===== config.mk =====
export PLATFORM = sky130hd
export DESIGN_NAME = mem_arbiter
export DESIGN_NICKNAME = d
export VERILOG_FILES = /design/src/rtl/mem_arbiter.sv
export SDC_FILE = /design/constraint.sdc
export NUM_CORES = 1
export LEC_CHECK = 0
export CAP_MARGIN = 15
export CORE_AREA = 2 2 151 153
export DETAILED_ROUTE_END_ITERATION = 8
export DIE_AREA = 0 0 153 155
export SYNTH_ARGS = -nofsm -noshare
export SYNTH_HDL_FRONTEND = slang
export SYNTH_SLANG_ARGS = --single-unit
export TNS_END_PERCENT = 1

===== constraint.sdc =====
create_clock -name clk -period 3.7 [get_ports clk]
set_input_delay 0.37 -clock clk [delete_from_list [all_inputs] [get_ports clk]]
set_output_delay 0.37 -clock clk [all_outputs]
set_load 0.01 [all_outputs]

===== src/rtl/mem_arbiter.sv =====
// Two-requester round-robin arbiter in front of a 16 x 8 register memory.
// One access per cycle; every accepted request gets a registered response one cycle later.
module mem_arbiter #(
    parameter int NUM_REQ = 2,
    parameter int DEPTH   = 16,
    parameter int WIDTH   = 8,
    parameter int ADDR_W  = 32
) (
    input  logic                        clk,
    input  logic                        rst,
    input  logic [NUM_REQ-1:0]          IN_req_valid,
    input  logic [NUM_REQ-1:0]          IN_req_we,
    input  logic [NUM_REQ*ADDR_W-1:0]   IN_req_addr,
    input  logic [NUM_REQ*WIDTH-1:0]    IN_req_wdata,
    output logic [NUM_REQ-1:0]          OUT_req_ready,
    output logic [NUM_REQ-1:0]          OUT_rsp_valid,
    output logic [NUM_REQ*WIDTH-1:0]    OUT_rsp_rdata,
    output logic [NUM_REQ-1:0]          OUT_rsp_err
);
    localparam int IDX_W = $clog2(DEPTH);

    logic [WIDTH-1:0]   mem [DEPTH];
    logic               rr_ptr;

    logic [NUM_REQ-1:0] grant_p0;
    logic               sel_p0;
    logic               hs_p0;
    logic [ADDR_W-1:0]  addr_p0;
    logic               we_p0;
    logic [WIDTH-1:0]   wdata_p0;
    logic               in_range_p0;
    logic [IDX_W-1:0]   idx_p0;
    logic [WIDTH-1:0]   rdata_p0;

    logic [NUM_REQ-1:0]       rsp_vld_p1;
    logic [NUM_REQ*WIDTH-1:0] rsp_rdata_p1;
    logic [NUM_REQ-1:0]       rsp_err_p1;

    // Stage p0: arbitration, address check and memory access
    always_comb begin
        grant_p0 = '0;
        if (!rst) begin
            if (IN_req_valid[0] && IN_req_valid[1]) begin
                grant_p0[0] = !rr_ptr;
                grant_p0[1] = rr_ptr;
            end else begin
                grant_p0 = IN_req_valid;
            end
        end
    end

    always_comb begin
        sel_p0   = grant_p0[1];
        hs_p0    = |grant_p0;
        addr_p0  = sel_p0 ? IN_req_addr[2*ADDR_W-1:ADDR_W] : IN_req_addr[ADDR_W-1:0];
        we_p0    = sel_p0 ? IN_req_we[1] : IN_req_we[0];
        wdata_p0 = sel_p0 ? IN_req_wdata[2*WIDTH-1:WIDTH] : IN_req_wdata[WIDTH-1:0];
        // Full-width compare so high address bits cannot alias into the array
        in_range_p0 = addr_p0 < ADDR_W'(DEPTH);
        idx_p0      = addr_p0[IDX_W-1:0];
        rdata_p0    = (in_range_p0 && !we_p0) ? mem[idx_p0] : '0;
    end

    // Stage p1: registered responses, memory and round-robin pointer update
    always_ff @(posedge clk) begin
        if (rst) begin
            for (int i = 0; i < DEPTH; i++) begin
                mem[i] <= '0;
            end
            rr_ptr       <= 1'b0;
            rsp_vld_p1   <= '0;
            rsp_rdata_p1 <= '0;
            rsp_err_p1   <= '0;
        end else begin
            rsp_vld_p1 <= grant_p0;
            for (int i = 0; i < NUM_REQ; i++) begin
                rsp_rdata_p1[i*WIDTH +: WIDTH] <= grant_p0[i] ? rdata_p0 : '0;
                rsp_err_p1[i]                  <= grant_p0[i] & !in_range_p0;
            end
            if (hs_p0) begin
                rr_ptr <= !sel_p0;
                if (we_p0 && in_range_p0) begin
                    mem[idx_p0] <= wdata_p0;
                end
            end
        end
    end

    assign OUT_req_ready = grant_p0;
    assign OUT_rsp_valid = rsp_vld_p1;
    assign OUT_rsp_rdata = rsp_rdata_p1;
    assign OUT_rsp_err   = rsp_err_p1;
endmodule


== After elaboration in Yosys (flattened, before gate mapping) ==
Memories as Yosys holds them, arrays and structs flattened.
Index checks and enable logic that the tools add are counted.

* Register bits after elaboration: 21
* RAM bits: 128
* Output and inout bits: 22
* Memories: 1

{| class="wikitable"
|+ Memory list
! memory !! depth !! width !! read ports !! clocked after Yosys merged registers in !! wr ports !! line !! text
|-
| mem || 16 || 8 || 1 || 0 || 16 || 22 || <nowiki>logic [WIDTH-1:0] mem [DEPTH];</nowiki>
|}

* Magnitude comparators: 1
* Muxes and demuxes: 15
* Bitwise gates (word level): 4
* Reduce and logical (&&, ||, !) cells: 11

{| class="wikitable"
|+ Operator list
! operator !! number
|-
| less-than comparator 32 x 5 -> 1 bit (second input constant) || 1
|-
| two-way mux 32 bit || 1
|-
| two-way mux 8 bit || 3
|-
| two-way mux 1 bit || 8
|-
| OR reduction 8 bit || 1
|-
| OR reduction 2 bit || 3
|-
| logical NOT 1 bit || 4
|-
| two-way mux 2 bit || 2
|-
| two-way mux 4 bit || 1
|-
| logical AND 1 bit || 3
|-
| AND 1 bit || 2
|-
| NOT 1 bit || 2
|}

== Logic depth before layout (Yosys ltp) ==
Gate-level depths: netlist (run 1).

* Word-level depth: 12
* Depth in mapped cells: 10
* Mapped depth without buffers: 7

== Worst setup path after synthesis (run 1) ==
Ideal clock, no wire load.

* Path type: input -> register
* Start point: in IN_req_valid[1]
* End point: mem mem[13][0], enable pin
* Arrival time: 2.313 ns
* Data required time: 3.325 ns
* Slack: 1.012 ns
* Cell stages on the path: 10
* Buffers on the path: 3
* Cell sequence: nor2b_1 > buf_4 > nand2_2 > inv_1 > nor3_1 > o21ai_1 > or3_1 > buf_2 > buf_6 > o21bai_1

{| class="wikitable"
|+ RTL lines
! what !! line !! text
|-
| start, declared || 11 || <nowiki>input logic [NUM_REQ-1:0] IN_req_valid,</nowiki>
|-
| end, declared || 22 ||
|}

==> flow_summary.yaml, run 1 <==
status:
  status: "finished clean"
place:
  gp_congestion: 0.810
  portBuffers: 107
  post-place-ws_ps: 282
  post-dp-hpwl_um: 15500
  dpl-instance-area_um2: 9350
  dp.cells: 1057
sta:
  setup_ws_ps: 732
  slew_headroom: 0.551
  fin_skew_ps: 5.58
  final_hold_viol_count: 0
  setup_viol: 0
  period_needed_ps: 2970
  slew_viol_final: 0
  worst_slew_pin_slew_ps: 665
  clock.fmax_mhz: 337
  tns_ps: 0
  finalCritPeriodShare: 0.802
  rsz0062_at_grt: "false"
worst_hold_path:
  hp-class: "flop to flop"
  holdPathStages: 2
synth:
  synth-edff-count: 128
  synthFlopType: "edfxtp_1"
  seq_area_frac_synth: 0.557
  syn_nets: 744
  synthTopCellsByArea: "edfxtp_1 50%, nor3_2 6.5%, mux2_2 5.6%, dfxtp_1 5.5%, nor3_1 5.2%"
  syn_inst: 658
  ys_seq_elements: 149
  ys_top_cells_by_count: "128 x edfxtp_1, 80 x nor3_1, 50 x nor3_2"
  yosys.area.top_type: "edfxtp_1"
  ys_warn_count: 0
  yosysUniqueCellTypes: 43
  syn_area_per_cell_um2: 11.6
  synthArstFlopShare: 0
  synth_top_area_frac: 0.502
  netlist_area_um2: 7660
  synth.most_common_cell: "edfxtp_1"
setup_path:
  critPathCaptureType: "flop"
  startpoint: "IN_req_addr[29]"
  reg2reg_to: "mem[12][0]"
  critPathArrivalTime_ps: 3110
  reg2reg_depth: 8
  worstSetupStartpointType: "primary input"
  crit_end: "mem[12][0]"
  crit_required_ps: 3840
  ff2ff_setup_slack_ps: 830
  cp_max_fo: 14
  crit_type: "primary input to flop"
  rr_startpoint: "rr_ptr"
global_route:
  grt_max_degree: 38
  grt_pass1_wl_um: 34000
  grt_pass1_vias: 5786
  grt_use_total: 0.188
  overflow: 0
  antenna_found_initial: 0
power:
  max-vdd-ir-drop_mv: 0.289
  leakage_nw: 3.17
  power.density_nw_per_um2: 409
cells_and_area:
  drive_above_1_share: 0.255
  fin_area_um2: 9890
  finalNonFillerCells: 1089
  antenna_cells: 0
  fillers: 2058
  nNetsFinal: 877
  syn2layout_area_growth_pct: 29.2
floorplanning:
  die_h_um: 155
  row_count: 55
  die_area_um2: 23700
  io_pins: 108
  die_w_um: 153
  coreArea_um2: 22200
  start_util: 0.345
routing:
  wl_per_cell_um: 20.3
  finalWirelength_um: 22100
  via_per_inst: 5.56
  dr.pass1.iters: 5
  vias: 6055
  postRouteAntennaNets: 0
  drc: 0
  drtIter0Drc: 414
clocking:
  cts_buffers: 17
  clk_latency_ps: 430
  cts_setup_buffers: 0
  h-tree-depth: 4
  clock_path_buffers: 2
  clkTransAtPathRegs_ps: 60
  cts_root_buf: "clkbuf_16"
  tritoncts: "done"
  cts_hold_buf: 0
  cts.sinks: 149
  cts_resized: 0
run:
  drv_cap: 0
power by group:
part	total [mW]	internal [mW]	switching, mW
clock	1.60	0.919	0.683
sequential	1.89	1.87	0.0195
combinational	0.552	0.237	0.315
logic make-up (layout without fill, tap and decap cells):
group,after synthesis,after routing,synth area share
compound gates,116,116,0.106
simple gates,281,281,0.225
buf+inv,63,209,0.0415
mux,49,49,0.0702
flops,149,149,0.557
critical path: stages:
cell and delay, ps:
clkdlybuf4s50_1 400, nor4_1 370, nand4_1 140, nor3_1 340, o21ai_1 190, or3_2 720, o21bai_1 360, buf_4 220
through the flow:
| stage | hold WS, ps | util | power, mW |
|---|---|---|---|
| floorplan | 481 | - | 2.20 |
| global placement | 508 | 0.421 | 2.48 |
| detailed placement | 502 | 0.421 | 2.48 |
| CTS | 514 | 0.445 | 4.08 |
| global route | 550 | 0.445 | 4.18 |
| finish | 513 | 0.445 | 4.05 |
cells in the final DEF, fill, tap and decap left out, types with 20 or more instances in the layout:
cell,count
o22ai_1,20
edfxtp_1,128
dfxtp_1,21
buf_4,67
mux2_2,38
clkdlybuf4s50_1,107
nand2b_1,37
nor4_1,30
nor3_1,80
nand2_1,31
nor3_2,50
metal layers:
metal  GRT usage  part of all wire
met5           0                 0
met4      0.0661             0.019
met3      0.0334             0.063
met2       0.308              0.48
met1       0.252              0.44
worst min-delay path by stage:
stage	start	end
2_1_floorplan	rr_ptr	rr_ptr
3_5_place_dp	rr_ptr	rr_ptr
6_report	rr_ptr	rr_ptr
4_1_cts	rr_ptr	rr_ptr
3_3_place_gp	rr_ptr	rr_ptr
5_1_grt	rr_ptr	rr_ptr
cell type report:
type | instances | area [um2] | share of cell area
sequential | 149 | 4260 | 0.431
multi-input combinational | 446 | 3130 | 0.316
timing repair buffer | 175 | 1590 | 0.161
clock buffer | 19 | 433 | 0.0438
tap | 285 | 357 | 0.0360
clock inverter | 13 | 110 | 0.0111
inverter | 2 | 7.51 | 0.000759
sequential cells by signal (all words and copies together), names as in the netlist:
signal / cells
mem: 128
OUT_rsp_rdata: 16
OUT_rsp_valid: 2
OUT_rsp_err: 2
rr_ptr: 1
Note: power is estimated with default switching activity, not from simulation.
==> inputs of run 2 (changes only) <==
==> constraint.sdc (replaced) <==
create_clock -name clk -period 2.4 [get_ports clk]
set_input_delay 0.24 -clock clk [delete_from_list [all_inputs] [get_ports clk]]
set_output_delay 0.24 -clock clk [all_outputs]
set_load 0.01 [all_outputs]
==> flow_summary.yaml, run 2 (synthesized netlist as in run 1, its figures left out) <==
sta:
  slew_headroom: 0.669
  hold_slack_ps: 618
  worst_slew_pin_slew_ps: 496
  rsz0062_at_grt: "false"
  period_needed_ps: 2300
  final_hold_viol_count: 0
  finalCritPeriodShare: 0.958
  slew_viol_final: 0
  clock.fmax_mhz: 435
  setup_viol: 0
  setup_ws_ps: 102
  fin_skew_ps: 13.2
cells_and_area:
  largest_register: "mem"
  multi_input_area_um2: 3230
  nNetsFinal: 967
  fillers: 1976
  largest_reg_flops: 128
  fin_util: 0.489
  final_cell_mix: "143 x buf_4, 128 x edfxtp_1, 107 x clkdlybuf4s50_1"
  syn2layout_area_growth_pct: 41.8
  seqCellArea_um2: 4260
  antenna_cells: 0
  drive_above_1_share: 0.353
  fin_area_um2: 10900
  final_common_cell: "buf_4"
setup_path:
  worstSetupStartpointType: "flop"
  crit_required_ps: 2710
  critPathArrivalTime_ps: 2610
  critPathCaptureType: "flop"
  reg2reg_depth: 9
  cp_max_fo: 10
  startpoint: "rr_ptr"
  rr_startpoint: "rr_ptr"
  crit_type: "flop to flop"
routing:
  postRouteAntennaNets: 0
  wl_per_cell_um: 19.4
  drc: 0
  via_per_inst: 5.44
  vias: 6414
  dr.pass1.iters: 5
  finalWirelength_um: 22900
  drtIter0Drc: 460
global_route:
  grt_use_total: 0.195
  antenna_found_initial: 0
  overflow: 0
  grt_max_degree: 23
  grt_pass1_vias: 6380
  grt_pass1_wl_um: 35400
floorplanning:
  start_util: 0.345
  die_area_um2: 23700
  coreArea_um2: 22200
  row_count: 55
  die_h_um: 155
  io_pins: 108
  die_w_um: 153
worst_hold_path:
  holdPathStages: 3
  hp-class: "flop to flop"
  hold_start: "rr_ptr"
run:
  drv_cap: 0
place:
  portBuffers: 107
  gp_congestion: 0.827
  post-place-ws_ps: -594
  dpl-instance-area_um2: 10200
  post-dp-hpwl_um: 16600
clocking:
  clk_latency_ps: 440
  cts.sinks: 149
  cts_buffers: 17
  clkTransAtPathRegs_ps: 60
  cts_hold_buf: 0
  h-tree-depth: 4
  tritoncts: "done"
  clock_path_buffers: 2
  cts_root_buf: "clkbuf_16"
status:
  status: "finished clean"
power:
  power.density_nw_per_um2: 599
  max-vdd-ir-drop_mv: 0.500
  p_total_mw: 6.51
  leakage_nw: 3.71
==> run 2: critical path, stage by stage, from the launching register on <==
cell,delay (ps)
dfxtp_1,310
nand2b_1,180
buf_4,200
a21boi_2,250
a211oi_1,80
buf_4,180
a32oi_1,230
buf_4,170
o221ai_1,180
nor4_1,420
==> run 2: cell type report <==
| cell class | instances | area share |
|---|---|---|
| Clock buffer | 19 | 0.0408 |
| Timing Repair Buffer | 265 | 0.224 |
| Multi-Input combinational cell | 446 | 0.297 |
| Inverter | 2 | 0.000691 |
| Sequential cell | 149 | 0.393 |
| Tap cell | 285 | 0.0328 |
| Clock inverter | 13 | 0.0113 |
==> run 2: worst paths after layout <==
| check | endpoint | slack, ps |
|---|---|---|
| worst max-delay path | OUT_rsp_rdata[9] | 100 |
| worst min-delay path | rr_ptr | 620 |
| worst max register to register | OUT_rsp_rdata[9] | 100 |
| worst min register to register | rr_ptr | 620 |
==> run 2: per-layer routing <==
| metal | GRT usage | vias to the layer above | share of wire |
|---|---|---|---|
| li1 | - | 3000 | - |
| met1 | 0.247 | 3115 | 0.43 |
| met2 | 0.323 | 257 | 0.48 |
| met3 | 0.0362 | 42 | 0.057 |
| met4 | 0.0939 | 0 | 0.036 |
| met5 | 0 | - | 0 |
==> run 2: metrics by stage <==
step,instances,setup TNS [ps]
2_1_floorplan,658,-11690
3_3_place_gp,1146,-98620
3_5_place_dp,1146,-97750
4_1_cts,1178,0
5_1_grt,1179,0
6_report,1179,0
==> run 2: power by group <==
part / switching, mW / internal [mW]
Clock: 1.09 / 1.46
Sequential: 0.0329 / 2.89
Combinational: 0.525 / 0.506
==> run 2: what timing repair did <==
action	CTS	global route
setup endpoints to repair	105	124
gates resized for setup	4	13
pin swaps	0	3
endpoints found under the hold margin	0	0
setup buffers	0	1
